[src/rtl/pc_fetch_stage_if.sv]
// rtl/pc_fetch_stage_if.sv - fetch-stage bus: redirect inputs, imem port and IF/ID outputs
interface pc_fetch_stage_if #(
    parameter int N = 32
);
    logic         stall;
    logic         branch_taken;
    logic [N-1:0] branch_target;
    logic         jump;
    logic [N-1:0] jump_target;
    logic         imem_valid;
    logic [31:0]  imem_rdata;
    logic [N-1:0] imem_addr;
    logic [N-1:0] pc;
    logic [31:0]  if_id_instr;
    logic [N-1:0] if_id_pc4;
    logic         if_id_valid;
    logic         misalign_exc;
    logic [N-1:0] bad_addr;

    modport master (
        input  stall, branch_taken, branch_target, jump, jump_target,
               imem_valid, imem_rdata,
        output imem_addr, pc, if_id_instr, if_id_pc4, if_id_valid,
               misalign_exc, bad_addr
    );

    modport slave (
        output stall, branch_taken, branch_target, jump, jump_target,
               imem_valid, imem_rdata,
        input  imem_addr, pc, if_id_instr, if_id_pc4, if_id_valid,
               misalign_exc, bad_addr
    );
endinterface

[src/rtl/pc_fetch_stage.sv]
// rtl/pc_fetch_stage.sv - MIPS instruction fetch: PC register, next-PC select, IF/ID register
// Optional misaligned-target trap enabled with `define PC_ALIGN_CHECK_EN.
module pc_fetch_stage #(
    parameter int          N          = 32,
    parameter logic [N-1:0] RESET_PC   = 32'h0000_0000,
    parameter logic [N-1:0] EXC_VECTOR = 32'h8000_0180
) (
    input  logic              clk,
    input  logic              rst,
    pc_fetch_stage_if.master  bus
);
    logic [N-1:0] pc_q;
    logic [N-1:0] pc4;
    logic         redirect;
    logic [N-1:0] target_raw;
    logic [N-1:0] redirect_pc;
    logic [31:0]  instr_q;
    logic [N-1:0] pc4_q;
    logic         valid_q;

    assign pc4        = pc_q + N'(4);
    assign redirect   = bus.branch_taken | bus.jump;
    // Branch comes from the older instruction in EX, so it beats a jump in ID.
    assign target_raw = bus.branch_taken ? bus.branch_target : bus.jump_target;

`ifdef PC_ALIGN_CHECK_EN
    logic         misaligned;
    logic         exc_q;
    logic [N-1:0] bad_q;

    assign misaligned  = redirect & (target_raw[1:0] != 2'b00);
    assign redirect_pc = misaligned ? EXC_VECTOR : target_raw;

    always_ff @(posedge clk) begin
        if (rst) begin
            exc_q <= 1'b0;
            bad_q <= '0;
        end else begin
            exc_q <= misaligned;
            if (misaligned)
                bad_q <= target_raw;
        end
    end

    assign bus.misalign_exc = exc_q;
    assign bus.bad_addr     = bad_q;
`else
    logic unused_exc_vector;

    assign unused_exc_vector = ^EXC_VECTOR;
    assign redirect_pc       = target_raw & ~N'(3);
    assign bus.misalign_exc  = 1'b0;
    assign bus.bad_addr      = '0;
`endif

    always_ff @(posedge clk) begin
        if (rst)
            pc_q <= RESET_PC;
        else if (redirect)
            pc_q <= redirect_pc;
        else if (!bus.stall && bus.imem_valid)
            pc_q <= pc4;
    end

    // The instruction fetched during a redirect is wrong-path and is dropped here.
    always_ff @(posedge clk) begin
        if (rst || redirect) begin
            instr_q <= '0;
            pc4_q   <= '0;
            valid_q <= 1'b0;
        end else if (bus.stall) begin
            instr_q <= instr_q;
            pc4_q   <= pc4_q;
            valid_q <= valid_q;
        end else if (!bus.imem_valid) begin
            instr_q <= '0;
            valid_q <= 1'b0;
        end else begin
            instr_q <= bus.imem_rdata;
            pc4_q   <= pc4;
            valid_q <= 1'b1;
        end
    end

    assign bus.pc          = pc_q;
    assign bus.imem_addr   = pc_q;
    assign bus.if_id_instr = instr_q;
    assign bus.if_id_pc4   = pc4_q;
    assign bus.if_id_valid = valid_q;
endmodule

[src/flat_wrapper.sv]
// flat-port wrapper written by rule: the top's interface ports become plain ports
module pc_fetch_stage_flat 
#(
    parameter int          N          = 32,
    parameter logic [N-1:0] RESET_PC   = 32'h0000_0000,
    parameter logic [N-1:0] EXC_VECTOR = 32'h8000_0180
)
  (clk, rst, bus_stall, bus_branch_taken, bus_branch_target, bus_jump, bus_jump_target, bus_imem_valid, bus_imem_rdata, bus_imem_addr, bus_pc, bus_if_id_instr, bus_if_id_pc4, bus_if_id_valid, bus_misalign_exc, bus_bad_addr);
  pc_fetch_stage_if #(.N(N)) bus_i ();
  input  logic clk;
  input  logic rst;
  input wire logic [$bits(bus_i.stall)-1:0] bus_stall;
  input wire logic [$bits(bus_i.branch_taken)-1:0] bus_branch_taken;
  input wire logic [$bits(bus_i.branch_target)-1:0] bus_branch_target;
  input wire logic [$bits(bus_i.jump)-1:0] bus_jump;
  input wire logic [$bits(bus_i.jump_target)-1:0] bus_jump_target;
  input wire logic [$bits(bus_i.imem_valid)-1:0] bus_imem_valid;
  input wire logic [$bits(bus_i.imem_rdata)-1:0] bus_imem_rdata;
  output wire logic [$bits(bus_i.imem_addr)-1:0] bus_imem_addr;
  output wire logic [$bits(bus_i.pc)-1:0] bus_pc;
  output wire logic [$bits(bus_i.if_id_instr)-1:0] bus_if_id_instr;
  output wire logic [$bits(bus_i.if_id_pc4)-1:0] bus_if_id_pc4;
  output wire logic [$bits(bus_i.if_id_valid)-1:0] bus_if_id_valid;
  output wire logic [$bits(bus_i.misalign_exc)-1:0] bus_misalign_exc;
  output wire logic [$bits(bus_i.bad_addr)-1:0] bus_bad_addr;
  assign bus_i.stall = bus_stall;
  assign bus_i.branch_taken = bus_branch_taken;
  assign bus_i.branch_target = bus_branch_target;
  assign bus_i.jump = bus_jump;
  assign bus_i.jump_target = bus_jump_target;
  assign bus_i.imem_valid = bus_imem_valid;
  assign bus_i.imem_rdata = bus_imem_rdata;
  assign bus_imem_addr = bus_i.imem_addr;
  assign bus_pc = bus_i.pc;
  assign bus_if_id_instr = bus_i.if_id_instr;
  assign bus_if_id_pc4 = bus_i.if_id_pc4;
  assign bus_if_id_valid = bus_i.if_id_valid;
  assign bus_misalign_exc = bus_i.misalign_exc;
  assign bus_bad_addr = bus_i.bad_addr;
  pc_fetch_stage #(.N(N), .RESET_PC(RESET_PC), .EXC_VECTOR(EXC_VECTOR)) u_core (.clk(clk), .rst(rst), .bus(bus_i));
endmodule
[config.mk]
export PLATFORM = sky130hd
export DESIGN_NAME = pc_fetch_stage_flat
export DESIGN_NICKNAME = d
export VERILOG_FILES = /design/src/rtl/pc_fetch_stage_if.sv /design/src/rtl/pc_fetch_stage.sv /design/src/flat_wrapper.sv
export SDC_FILE = /design/constraint.sdc
export NUM_CORES = 1
export LEC_CHECK = 0
export BUFFER_PORTS_ARGS = -buffer_cell sky130_fd_sc_hd__buf_2
export CORE_ASPECT_RATIO = 1.25
export CORE_MARGIN = 8
export CORE_UTILIZATION = 44
export DETAILED_ROUTE_END_ITERATION = 8
export PLACE_DENSITY = 0.8
export SLEW_MARGIN = 20
export SYNTH_ARGS = -nofsm -noshare
export SYNTH_HDL_FRONTEND = slang
export SYNTH_SLANG_ARGS = --single-unit
[constraint.sdc]
create_clock -name clk -period 2.14 [get_ports clk]
set_input_delay 0.107 -clock clk [delete_from_list [all_inputs] [get_ports clk]]
set_output_delay 0.107 -clock clk [all_outputs]
set_load 0.005 [all_outputs]
After elaboration in Yosys (flattened, before gate mapping)
Cells that the tools add are included.
{ "op_classes": {"addsub": 1, "mux": 5, "bitwise_logic": 2, "reduce_logical": 6} }
{ "op_table": {"columns": ["operator", "n"], "rows": [
  ["two-way mux 32 bit", 4],
  ["adder 32 x 3 -> 32 bit, second input constant", 1],
  ["AND reduction 2 bit", 1],
  ["nonzero test 2 bit", 1],
  ["OR reduction 2 bit", 1],
  ["logical AND 1 bit", 1],
  ["logical NOT 1 bit", 1],
  ["logical OR 1 bit", 1],
  ["two-way mux 1 bit", 1],
  ["inverter 1 bit", 1],
  ["OR 1 bit", 1]
]} }
{ "word_totals": {"ff_bits": 97, "input_bits": 102, "output_inout_bits": 162, "word_cells": 19} }

Depth between registers and ports, before layout
{ "logic_depth": {"depth_word": 4, "mapped_depth": 7, "mapped_depth_nobuf": 6} }

Worst setup path after synthesis
Ideal clock, no wire load.
{ "synth_timing": {"path_type": "register to register", "from": "register u_core.pc_q[2] (netlist: u_core.bus.imem_addr[2])", "to": "register u_core.pc_q[30] (netlist: u_core.bus.imem_addr[30])", "setup_time_ps": 133, "arrival_ps": 1590, "t_required_ps": 2007, "path_slack_ps": 416, "stages_incl_launch_ff": 7, "n_path_buf": 0, "synth_period_minus_slack_ps": 1724, "path_cell_list": "dfxtp_1 -> ha_1 -> nand4_1 -> nor4_4 -> nand4_1 -> xor2_1 -> o22ai_1"} }
{ "synth_between": {"elab_chain_cells": 3} }
{ "synth_rtl": {"columns": ["element", "line_no", "source"], "rows": [
  ["start, declared", "pc_fetch_stage.sv:12", "logic [N-1:0] pc_q;"],
  ["start signal, assigned", "pc_fetch_stage.sv:60", "pc_q <= redirect_pc;"],
  ["start signal, assigned", "pc_fetch_stage.sv:62", "pc_q <= pc4;"],
  ["adder 32 x 3 -> 32 bit", "pc_fetch_stage.sv:21", "assign pc4 = pc_q + N'(4);"],
  ["two-way mux 32 bit", "pc_fetch_stage.sv:61", "else if (!bus.stall && bus.imem_valid)"],
  ["two-way mux 32 bit", "pc_fetch_stage.sv:59", "else if (redirect)"]
]} }
Every way passes these cells. The select of a mux whose other input is x is not followed.
A chain may end at the register's enable or synchronous reset.

Final worst setup path
{ "layout_timing": {"from": "register u_core.pc_q[3] (netlist: u_core.bus.imem_addr[3])", "to": "register u_core.pc_q[24] (netlist: u_core.bus.imem_addr[24])"} }
The elaborated chain is that of the path after synthesis.

==> metrics.txt <==
Placer Congestion=0.8294; clock skew=4.871 ps; final hold vios=0; CP required=2350 ps; vias per cell=5.378; Post-Syn Area per Cell=8.574 sq um; leakage=0.002896 uW; Synth Warn #=0; CTS clk-pin slew, worst paths=60 ps; CTS Sinks=93; Fin Setup TNS=0 ps; Boundary Pins=264; Cells after Synth=537; part of the power in registers=45.2%; dpl hpwl=11870 microns; Clock Tree Buf Depth=2; Slew HR=61.67%; Synth Area in Compound Gates=22.04%; GRT Total Usage=21.70%; Async SR Flop Fraction=0%; final instance area=6138 sq um; Tightest Pin Transition=570.6 ps; final WL=15980 microns; post-synthesis mux area share=0.2174%; # rows=41; Hold WC Path Type=in -> reg; vias in the first global route=4868; Psw=1034 uW; nets@finish=851; initial antenna violation count=1; CTS resizes=0; Antenna Nets Post-Route=0; # setup viols final=0; maximum fanout along the worst path=8; CTS Root Buffer Type=clkbuf_16; Max Fclk=516.7 MHz; Cell Pwr Density=670.2 nW/um^2; clk_lat worst skew=340 ps; total of max-cap violations=0; EDFF count, synth=0; Post-Place Cell Area=5497 sq um; via count=4754; crit path capture type=flip-flop; # placed instances=834; RSZ-0062 raised after global routing=no; Chip Width=107.5 microns; number of synthesized register bits=93; Synth area leader=dfxtp_1; share of layout cells above drive strength 1=34.97%; global-route wire length before repair=24300 microns; worst hold slack=25.97 ps; Internal Power=3080 uW; Top FF cell, synth=dfxtp_1; top-count cell post-synth=dfxtp_1; worst slack at placement=212.2 ps; min cycle time layout=1935 ps; top post-synthesis cells by area=dfxtp_1 (40%), buf_4 (11%), a21oi_1 (8.4%); CORE AREA=10160 sq um; initial core utilization=45.33%; Die ar.=14010 sq um; status=completed; distinct cell type count after synthesis=33; CP Launch Type=flip-flop; total grt overflow=0; DRT iter0 DRCs=223; Remaining DRCs=0; Non-Filler Instances=884; clock share of power=41.2%; synth-to-layout area growth=33.32%; switching portion of total power=25.14%; share of the synthesized area in the top cell type=40.43%; Worst VDD drop=0.4821 mV; Setup CP Type=reg -> reg; post-synthesis xor/xnor area fraction=5.516%; max-slew violations=0; pin count of the biggest net entering global routing=57; post-synthesis sequential area ratio=40.43%; Adder-Cell Fraction of Synth Area=0.2717%; cts bufs inserted=9; fin crit share=90.44%; # fillers=920; CTS tree=yes; first drt pass iteration count=4; simple-gate share of the synthesized area=16.63%; count of input and output buffers=220; final worst slack=204.6 ps; combinational share of power=13.6%; Mapped Area=4604 sq um; worst path arrival time=2150 ps; chip height=130.4 microns; largest family of logic cells by synthesized area=compound AO/OA/AOI/OAI gates; H-tree depth=3; WL/cell=18.08 microns; Synth top cells by count=dfxtp_1 (93), a21oi_1 (77), buf_4 (69)
-- worst paths after layout --
kind | start | end | slack (ps) | depth (start not counted)
min | bus_branch_target[2] | u_core.bus.imem_addr[2]$_SDFFE_PP0P_ | 30 | 3
max reg2reg | u_core.bus.imem_addr[3]$_SDFFE_PP0P_ | u_core.bus.imem_addr[24]$_SDFFE_PP0P_ | 200 | 6
max | u_core.bus.imem_addr[3]$_SDFFE_PP0P_ | u_core.bus.imem_addr[24]$_SDFFE_PP0P_ | 200 | 6
min reg2reg | u_core.bus.if_id_pc4[31]$_SDFFE_PP0P_ | u_core.bus.if_id_pc4[31]$_SDFFE_PP0P_ | 450 | 2
-- power groups by stage --
stage                     logic, uW  clock network, uW  registers [uW]
after floorplan                 338                  0            1890
final                           560               1690            1860
after detailed placement        506                  0            1900
after global routing            615               1810            1870
after CTS                       556               1730            1860
after global placement          497                  0            1890
-- cells in the final DEF, fill, tap and decap left out, types with 2 or more instances in the layout --
| cell type | count |
|---|---|
| buf_2 | 220 |
| dfxtp_1 | 93 |
| a21oi_1 | 77 |
| nand2_1 | 47 |
| conb_1 | 39 |
| a22o_1 | 32 |
| dlygate4sd3_1 | 32 |
| nand3b_1 | 28 |
| o22ai_1 | 27 |
| buf_4 | 20 |
| xor2_1 | 19 |
| o21ai_0 | 19 |
| nand3_1 | 13 |
| nand4_1 | 12 |
| nor2_1 | 11 |
| xnor2_1 | 10 |
| clkbuf_16 | 9 |
| o21ai_1 | 7 |
| and3_1 | 6 |
| a211oi_1 | 5 |
| diode_2 | 3 |
| nor4_4 | 3 |
| or3_1 | 2 |
| and4_1 | 2 |
| nor3_1 | 2 |
| bufinv_16 | 2 |
-- critical path, cell delays in order (launching register included) --
cell and delay, ps:
dfxtp_1 340, ha_1 210, nand4_1 250, nor4_4 500, nand3_1 170, xor2_1 220
o22ai_1 110
-- cells by family after synthesis --
kind of cell,Yosys count
adder cells (fa/ha/maj),1
buffers and inverters,111
AND/OR/NAND/NOR,133
other,1
XOR/XNOR,29
flip-flops,93
AO/OA/AOI/OAI,168
multiplexers,1
-- timing repair --
item | in CTS | in global routing
buffers inserted | 0 | 0
hold endpoints to repair | 32 | 0
hold buffers | 32 | 0
-- metrics by stage --
stage	utilization [%]	power, uW
after floorplan	-	2230
after global placement	54.11	2389
after detailed placement	54.11	2403
after CTS	60.36	4141
after global routing	60.36	4296
final	60.43	4114
-- layer usage --
metal	vias to the layer above	GRT usage, %	routed length, microns
met3	42	5.732	1365
met5	-	0	12
met2	251	39.02	8253
li1	2224	-	-
met4	2	11.13	610
met1	2235	22.74	5736
-- cell type report --
| class | instances | area [sq um] | share of cell area, % |
|---|---|---|---|
| Sequential cell | 93 | 1862 | 30.33 |
| Multi-Input combinational cell | 371 | 2218 | 36.14 |
| Inverter | 1 | 3.754 | 0.06115 |
| Clock inverter | 5 | 85.08 | 1.386 |
| Clock buffer | 10 | 229.0 | 3.730 |
| Antenna cell | 3 | 7.507 | 0.1223 |
| Tap cell | 129 | 161.4 | 2.629 |
| Timing Repair Buffer | 272 | 1572 | 25.60 |
-- registers in the layout, indices dropped and copies added (netlist names) --
register,count
u_core.bus.if_id_instr,32
u_core.bus.if_id_pc4,30
u_core.bus.if_id_valid,1
u_core.bus.imem_addr,30
Power figures use the tool's default switching activity.
